## config.mk

```make
export PLATFORM = sky130hd
export DESIGN_NAME = cbus_arbiter
export DESIGN_NICKNAME = d
export VERILOG_FILES = /design/src/rtl/cbus_arbiter.sv
export SDC_FILE = /design/constraint.sdc
export NUM_CORES = 1
export LEC_CHECK = 0
export ABC_AREA = 1
export CELL_PAD_IN_SITES_DETAIL_PLACEMENT = 2
export CELL_PAD_IN_SITES_GLOBAL_PLACEMENT = 2
export CORE_MARGIN = 2
export CORE_UTILIZATION = 10
export CTS_BUF_LIST = sky130_fd_sc_hd__clkbuf_4 sky130_fd_sc_hd__clkbuf_8
export CTS_CLUSTER_DIAMETER = 200
export DETAILED_ROUTE_END_ITERATION = 10
export GPL_ROUTABILITY_DRIVEN = 0
export GPL_TIMING_DRIVEN = 0
export PLACE_DENSITY_LB_ADDON = 0.1
export SKIP_CTS_REPAIR_TIMING = 1
export SLEW_MARGIN = 20
export SYNTH_ARGS = -nofsm -noshare
export SYNTH_HDL_FRONTEND = slang
export SYNTH_SLANG_ARGS = --single-unit
```

## constraint.sdc

```tcl
create_clock -name clk -period 2.39 [get_ports clk]
set_input_delay 0.717 -clock clk [delete_from_list [all_inputs] [get_ports clk]]
set_output_delay 0.717 -clock clk [all_outputs]
set_load 0.02 [all_outputs]
```

## src/rtl/cbus_arbiter.sv

```systemverilog
// Round-robin arbiter sharing one CBus port among NUM_REQ requesters; grant held until ready && last.
// Grant is one cycle after request; losers hold valid and wait. CBUS_ARB_FIXED_PRIORITY_EN makes index 0 highest priority.
package cbus_pkg;
  typedef struct packed {
    logic        valid;
    logic        is_write;
    logic [2:0]  size;
    logic [31:0] addr;
    logic [3:0]  strobe;
    logic [31:0] data;
  } cbus_req_t;

  typedef struct packed {
    logic        ready;
    logic        last;
    logic [31:0] data;
  } cbus_resp_t;
endpackage

module cbus_arbiter
  import cbus_pkg::*;
#(
  parameter int NUM_REQ = 2,
  parameter int IDX_W   = (NUM_REQ > 1) ? $clog2(NUM_REQ) : 1
) (
  input  logic             clk,
  input  logic             reset,
  input  cbus_req_t        ireqs  [NUM_REQ],
  output cbus_resp_t       oresps [NUM_REQ],
  output cbus_req_t        oreq,
  input  cbus_resp_t       iresp,
  output logic             busy,
  output logic [IDX_W-1:0] grant_idx
);

  typedef enum logic {S_IDLE, S_BUSY} state_t;

  state_t           state;
  logic             pick_vld;
  logic [IDX_W-1:0] pick_idx;
  logic             txn_done;

  assign txn_done = iresp.ready && iresp.last;

`ifndef CBUS_ARB_FIXED_PRIORITY_EN
  logic [IDX_W-1:0] rr_ptr;
  logic [IDX_W-1:0] next_ptr;

  // Explicit wrap so non-power-of-two NUM_REQ never lands on an unused index.
  function automatic logic [IDX_W-1:0] rr_slot(input logic [IDX_W-1:0] base, input int off);
    int s;
    s = int'(base) + off;
    if (s >= NUM_REQ) s = s - NUM_REQ;
    return IDX_W'(s);
  endfunction

  assign next_ptr = (grant_idx == IDX_W'(NUM_REQ - 1)) ? '0 : grant_idx + 1'b1;
`endif

  always_comb begin
    pick_vld = 1'b0;
    pick_idx = '0;
    for (int i = 0; i < NUM_REQ; i++) begin
`ifdef CBUS_ARB_FIXED_PRIORITY_EN
      if (!pick_vld && ireqs[i].valid) begin
        pick_vld = 1'b1;
        pick_idx = IDX_W'(i);
      end
`else
      if (!pick_vld && ireqs[rr_slot(rr_ptr, i)].valid) begin
        pick_vld = 1'b1;
        pick_idx = rr_slot(rr_ptr, i);
      end
`endif
    end
  end

  always_ff @(posedge clk or posedge reset) begin
    if (reset) begin
      state     <= S_IDLE;
      busy      <= 1'b0;
      grant_idx <= '0;
`ifndef CBUS_ARB_FIXED_PRIORITY_EN
      rr_ptr    <= '0;
`endif
    end else begin
      case (state)
        S_IDLE: begin
          if (pick_vld) begin
            grant_idx <= pick_idx;
            busy      <= 1'b1;
            state     <= S_BUSY;
          end
        end
        S_BUSY: begin
          if (txn_done) begin
`ifndef CBUS_ARB_FIXED_PRIORITY_EN
            rr_ptr <= next_ptr;
`endif
            busy   <= 1'b0;
            state  <= S_IDLE;
          end
        end
        default: state <= S_IDLE;
      endcase
    end
  end

  // Pass-through is gated by state, so an async reset clears the outputs at once.
  always_comb begin
    oreq = '0;
    for (int i = 0; i < NUM_REQ; i++) oresps[i] = '0;
    if (state == S_BUSY) begin
      oreq              = ireqs[grant_idx];
      oresps[grant_idx] = iresp;
    end
  end

  // The owner must keep valid high until it has seen ready && last.
  granted_valid_held_a: assert property (@(posedge clk) disable iff (reset)
                                         (state == S_BUSY) |-> oreq.valid);

endmodule

```

After elaboration in Yosys (flattened, before gate mapping)
Index checks and enable logic that the tools add are counted.

word-level totals
  flip-flop bits (word level) = 4
  latch bits = 0
  RAM bits = 0
  ROM bits = 0
  output and inout bits = 143
  logic and storage cells = 54
  memories = 0

operators by class
  add/subtract/negate cells = 4
  multipliers = 0
  divide/modulo/power cells = 0
  $lt $le $gt $ge = 6
  equality and inequality tests = 2
  shift-type cells = 0
  muxes and demuxes = 26
  bitwise gates (word level) = 5
  reductions and logical operators = 7

operator list
  operator                                                           count
  2-to-1 mux 73 bit                                                  10
  bitwise AND 68 bit                                                 1
  2-to-1 mux 68 bit                                                  1
  demux 34 bit (select 1 bit)                                        1
  2-to-1 mux 34 bit                                                  1
  2-to-1 mux 1 bit                                                   11
  greater-or-equal comparator 2 bit, second input constant           4
  NOT 1 -> 2 bit                                                     3
  AND reduction 2 bit                                                3
  one-hot mux 1 bit (2 select lines)                                 2
  logical AND 1 bit                                                  3
  adder 1 x 1 -> 2 bit, second input constant                        1
  greater-or-equal comparator 1 x 2 -> 1 bit, second input constant  1
  < comparator 2 x 1 -> 1 bit, second input constant                 1
  inequality test 2 x 1 -> 1 bit, second input constant              1
  inequality test 2 bit, second input constant                       1
  subtractor 1 bit, second input constant                            2
  adder 1 bit, second input constant                                 1
  logical NOT 1 bit                                                  1
  NOT 1 bit                                                          1

Logic depth before layout (Yosys ltp)
Gate-level depths: netlist of the first run.

  depth after elaboration = 12
  mapped depth = 6
  depth with buffers taken out = 4

Worst setup path before layout of the first run
OpenSTA, ideal clock, no wires.

  path kind = register to output
  start point = reg grant_idx
  end point = out oresps[34] (netlist bit)
  data arrival time = 1.135 ns
  required time = 1.673 ns
  setup slack = 0.538 ns
  stages on the path, launching flop included = 5
  buffers on the path = 1
  cells stage by stage = dfrtp_1 inv_2 nand2_2 buf_4 nor2_1

RTL lines
  element                 RTL line  source
  start, declared         33        output logic [IDX_W-1:0] grant_idx
  start signal, assigned  90        grant_idx <= pick_idx;
  end, declared           29        output cbus_resp_t oresps [NUM_REQ],

==> impl_metrics.yaml, run 1 <==
final_layout:
  fill_cells: 2018
  utilization: 0.325
  final_common_cell: "clkdlybuf4s50_1"
  area_delta_synth_final_pct: 216
  finish.instance_area_um2: 5640
  drive_gt1_frac: 0.0670
  layout_common_cells: "183 x clkdlybuf4s50_1, 153 x nand2_1, 132 x dlymetal6s2s_1"
  seq_area_um2: 101
  multi_input_area_um2: 1240
  fin_cells: 927
  layout.nets: 885
yosys:
  synth_area_leaders: "nand2_1 32%, nand3_1 21%, nor2_1 14%, inv_1 7.8%, buf_8 5.9%"
  netlist_instances: 374
  yosysTopAreaCellShare: 0.322
  yosysTopAreaCell: "nand2_1"
  syn_avg_cell_area_um2: 4.77
  syn-num-nets: 556
  ys_warn_count: 0
  synth_cell_type_count: 16
  ys_seq_area_frac: 0.0561
  syn-cell-area_um2: 1790
  ys_seq_elements: 4
global_routing:
  grt_max_degree: 11
  grt_pass1_vias: 4119
  track_usage: 0.149
  overflow: 0
  grt_pass1_wl_mm: 21.8
  antenna_found_initial: 1
worst_setup_path:
  cp_slowest_cell: "clkdlybuf4s50_1"
  path_class: "input port to primary output"
  path_cells: "clkdlybuf4s50_1 > inv_1 > nor2_1 > dlymetal6s2s_1"
  rr_startpoint: "state"
  r2r_slack_ps: 1250
  cp.arrival_ps: 1610
  worstPathRequired_ps: 1670
  cp-start-kind: "input port"
  slowest_delay_ps: 470
  critPathCaptureType: "primary output"
  worstPathMaxFanout: 2
  timing.rr.end: "state"
  worstRegToRegCells: 5
detailed_routing:
  routed-via-count: 3680
  dr_wl_met2_mm: 7.80
  ant_nets: 0
  firstDrtPassIters: 4
  wire_per_inst_um: 16.2
  vias_per_cell: 3.97
  wl_met3_mm: 1.91
  top_layer_used: "met4"
  drt-total-wl_mm: 15.1
  drtIter0Drc: 44
  drt-met1-wl_mm: 5.02
  route.detailed.drc: 0
timing:
  hold_violations: 0
  hold_slack_ps: 474
  fmax_mhz: 431
  finalSetupViolCount: 0
  timing_worst_slew_pin_value_ps: 296
  relSlewSlack: 0.803
  slew_violations: 0
  skew_ps: 1.66
  fin_crit_ps: 2320
  period_share: 0.972
  rsz0062_at_grt: "no"
clock_network:
  clk_latency_ps: 220
  cts_max_level: 1
  cts_tree: "yes"
  cts_made_buffers: 3
  cts.clk_slew.worst_paths_ps: 30
  cts_sinks: 4
  clockBufferDepth: 2
  cts_root_buf: "clkbuf_8"
power_and_ir_drop:
  irDropWorstVdd_mv: 0.293
  powerDensity_nw_per_um2: 926
  p_leak_nw: 4.36
hold_path:
  hold_path_depth: 2
  hold_start: "busy"
  min_path_type: "flip-flop to flip-flop"
  min_to: "busy"
floorplan:
  dieArea_um2: 18900
  chipHeight_um: 138
  coreArea_um2: 17400
  io_pins: 325
  die_x_um: 138
  rows: 48
  initial_core_util: 0.103
outcome:
  status: "completed"
place:
  dp_cells: 923
  port_buffers: 324
  postPlaceCellArea_um2: 5310
  dp_hpwl_mm: 13.0
run:
  cap_violations: 0
==> how the worst max path moves through the flow <==
stage | depth (start not counted) | slack [ps] | to | startpoint
2_1_floorplan | 4 | 540 | oresps[34] | grant_idx
3_3_place_gp | 4 | -400 | oresps[57] | iresp[23]
3_5_place_dp | 4 | -400 | oresps[57] | iresp[23]
4_1_cts | 4 | -400 | oresps[57] | iresp[23]
5_1_grt | 4 | 4 | oresps[22] | iresp[22]
6_report | 4 | 70 | oresps[22] | iresp[22]
==> worst max-delay path: cells and delay by family <==
family / cells / cell delay [ps]
buffers and inverters: 3 / 780
AND/OR/NAND/NOR: 1 / 110
==> state kept, by name, indices dropped and copies added, names as in the netlist <==
register   flops
rr_ptr         1
busy           1
state          1
grant_idx      1
==> layout make-up <==
| type | count | share of cell area |
|---|---|---|
| repair buffers | 324 | 0.626 |
| multi-input cells | 301 | 0.219 |
| plain buffers | 30 | 0.0526 |
| well taps | 225 | 0.0499 |
| inverters | 39 | 0.0268 |
| flip-flops and latches | 4 | 0.0180 |
| clock buffers | 3 | 0.00732 |
| diodes | 1 | 0.000444 |
==> where the power goes <==
group          switching [mW]  leakage, nW  total (mW)  internal, mW
registers              0.0277       0.0447       0.129         0.102
clock network          0.0354       0.0216       0.143         0.107
logic                    2.78         4.30        4.95          2.17
total                    2.84         4.36        5.22          2.38
==> routing by layer <==
metal / track usage / vias to the layer above
li1: - / 1792
met1: 0.144 / 1659
met2: 0.284 / 209
met3: 0.0648 / 20
met4: 0.0412 / 0
met5: 0 / -
==> cells by family (layout without fill, tap and decap cells) <==
logic type / Yosys count / in the layout / share of synthesized area
DFF: 4 / 4 / 0.0561
buffers and inverters: 69 / 396 / 0.251
other: 0 / 1 / 0
and+or+nand+nor: 298 / 298 / 0.685
AOI/OAI and AO/OA: 3 / 3 / 0.00841
==> metrics by stage <==
stage               total power, mW  setup WS [ps]  TNS (ps)
floorplan                      2.86            538         0
global placement               5.35           -402    -37080
detailed placement             5.42           -405    -39250
CTS                            5.59           -399    -39800
global route                   5.67           4.01         0
finish                         5.22           67.4         0
==> Yosys cell counts <==
| cell type | count |
|---|---|
| nor2_1 | 68 |
| dfrtp_1 | 4 |
| nand2_1 | 153 |
| o21ai_1 | 1 |
| inv_1 | 37 |
| nand2_4 | 1 |
| nand2_2 | 1 |
| nand3_1 | 75 |
| buf_4 | 6 |
| buf_2 | 6 |
| clkbuf_4 | 2 |
| o21ai_0 | 2 |
| inv_2 | 1 |
| inv_6 | 1 |
| buf_8 | 7 |
| buf_6 | 9 |
No activity file was read; power rests on OpenSTA's default activity.
==> run 2: changes to the inputs <==
--- a/config.mk
+++ b/config.mk
@@ -8,14 +8,15 @@
 export ABC_AREA = 1
 export CELL_PAD_IN_SITES_DETAIL_PLACEMENT = 2
 export CELL_PAD_IN_SITES_GLOBAL_PLACEMENT = 2
-export CORE_MARGIN = 2
-export CORE_UTILIZATION = 10
+export CORE_AREA = 2 2 126 128
 export CTS_BUF_LIST = sky130_fd_sc_hd__clkbuf_4 sky130_fd_sc_hd__clkbuf_8
 export CTS_CLUSTER_DIAMETER = 200
 export DETAILED_ROUTE_END_ITERATION = 10
+export DIE_AREA = 0 0 128 130
+export DONT_BUFFER_PORTS = 1
 export GPL_ROUTABILITY_DRIVEN = 0
 export GPL_TIMING_DRIVEN = 0
-export PLACE_DENSITY_LB_ADDON = 0.1
+export PLACE_DENSITY_LB_ADDON = 0.08
 export SKIP_CTS_REPAIR_TIMING = 1
 export SLEW_MARGIN = 20
 export SYNTH_ARGS = -nofsm -noshare
==> impl_metrics.yaml, run 2 (same netlist as run 1, synthesis figures left out) <==
outcome:
  status: "completed"
hold_path:
  min_path_type: "input port to asynchronous set/reset pin"
global_routing:
  grt_max_degree: 11
  grt_pass1_vias: 2344
  overflow: 0
  track_usage: 0.0993
  grt_pass1_wl_mm: 12.9
  antenna_found_initial: 0
detailed_routing:
  drt-total-wl_mm: 9.71
  drtIter0Drc: 38
  routed-via-count: 2491
  ant_nets: 0
  vias_per_cell: 4.38
  firstDrtPassIters: 4
  route.detailed.drc: 0
  wire_per_inst_um: 17.1
worst_setup_path:
  worstPathMaxFanout: 10
  slowest_delay_ps: 490
  critPathCaptureType: "primary output"
  cp-start-kind: "flip-flop"
  crit_path_start: "grant_idx"
  worstPathRequired_ps: 1670
  path_class: "flip-flop to primary output"
  rr_startpoint: "state"
  cp_slowest_cell: "dfrtp_2"
  path_cells: "inv_2 > nand2_2 > buf_4 > nor2_1"
  cp.arrival_ps: 1510
timing:
  period_share: 0.930
  slew_violations: 0
  relSlewSlack: 0.671
  finalSetupViolCount: 0
  hold_violations: 0
  skew_ps: 0.0860
  rsz0062_at_grt: "no"
  fin_crit_ps: 2220
  timing_worst_slew_pin_value_ps: 491
  tns_ps: 0
  fmax_mhz: 450
clock_network:
  clk_latency_ps: 210
  clockBufferDepth: 2
  cts_root_buf: "clkbuf_8"
  cts_max_level: 1
  cts_made_buffers: 3
  cts.clk_slew.worst_paths_ps: 30
  cts_sinks: 4
  cts_tree: "yes"
floorplan:
  initial_core_util: 0.116
  die_x_um: 128
  chipHeight_um: 130
  io_pins: 325
  coreArea_um2: 15400
  rows: 46
  dieArea_um2: 16600
final_layout:
  drive_gt1_frac: 0.101
  final_common_cell: "nand2_1"
  finish.instance_area_um2: 2070
  layout_common_cells: "153 x nand2_1, 75 x nand3_1, 68 x nor2_1"
  utilization: 0.134
  diodes: 0
  area_delta_synth_final_pct: 15.8
  layout.nets: 561
power_and_ir_drop:
  irDropWorstVdd_mv: 0.343
  p_leak_nw: 1.22
  powerDensity_nw_per_um2: 1690
place:
  port_buffers: 0
  dp_hpwl_mm: 8.38
  postPlaceCellArea_um2: 2030
run:
  cap_violations: 0
==> run 2: cell count changes in the layout (fill, tap and decap cells not counted), sizes merged <==
| cell | delta |
|---|---|
| diode | -1 |
| clkbuf | -8 |
| clkdlybuf4s50 | -183 |
| dlymetal6s2s | -132 |
| buf | -1 |
==> run 2: routing by layer <==
metal  vias to the layer above  GRT usage  part of all wire
met4                         0     0.0149             0.010
met1                      1160     0.0976              0.34
met3                         6     0.0291             0.090
met5                         -          0                 0
li1                       1142          -                 -
met2                       183      0.207              0.56
==> run 2: final timing paths <==
path | endpoint | slack (ps) | depth (start not counted)
max | oresps[63] | 170 | 4
min reg2reg | rr_ptr | 490 | 2
max in group asynchronous | grant_idx | 1940 | 1
min | busy | 280 | 1
max reg2reg | state | 1270 | 5
min in group clk | rr_ptr | 490 | 2
==> run 2: stage by stage <==
stage                     std cells  hold slack (ps)  power (mW)  setup WS (ps)
final                           569              279        3.50            166
after detailed placement        566              498        3.45            209
after floorplan                 374              453        2.86            538
after CTS                       569              279        3.60          -22.0
after global placement          566              479        3.45            214
after global routing            569              283        3.81           53.8
==> run 2: critical path: cells and delay by family (launching register included) <==
family,cells,cell delay (ps)
flip-flops,1,490
AND/OR/NAND/NOR,2,480
buffers and inverters,2,320
==> run 2: report_power, final <==
part           internal [mW]  total [mW]  switching [mW]
sequential             0.102       0.157          0.0556
clock                  0.107       0.138          0.0306
combinational          0.745        3.20            2.46
==> run 2: layout make-up <==
cell class / instances / area [µm²]
plain buffers: 30 / 297
clock buffers: 3 / 41.3
fillers: 1973 / 13400
inverters: 39 / 151
multi-input cells: 301 / 1240
flip-flops and latches: 4 / 101
well taps: 192 / 240
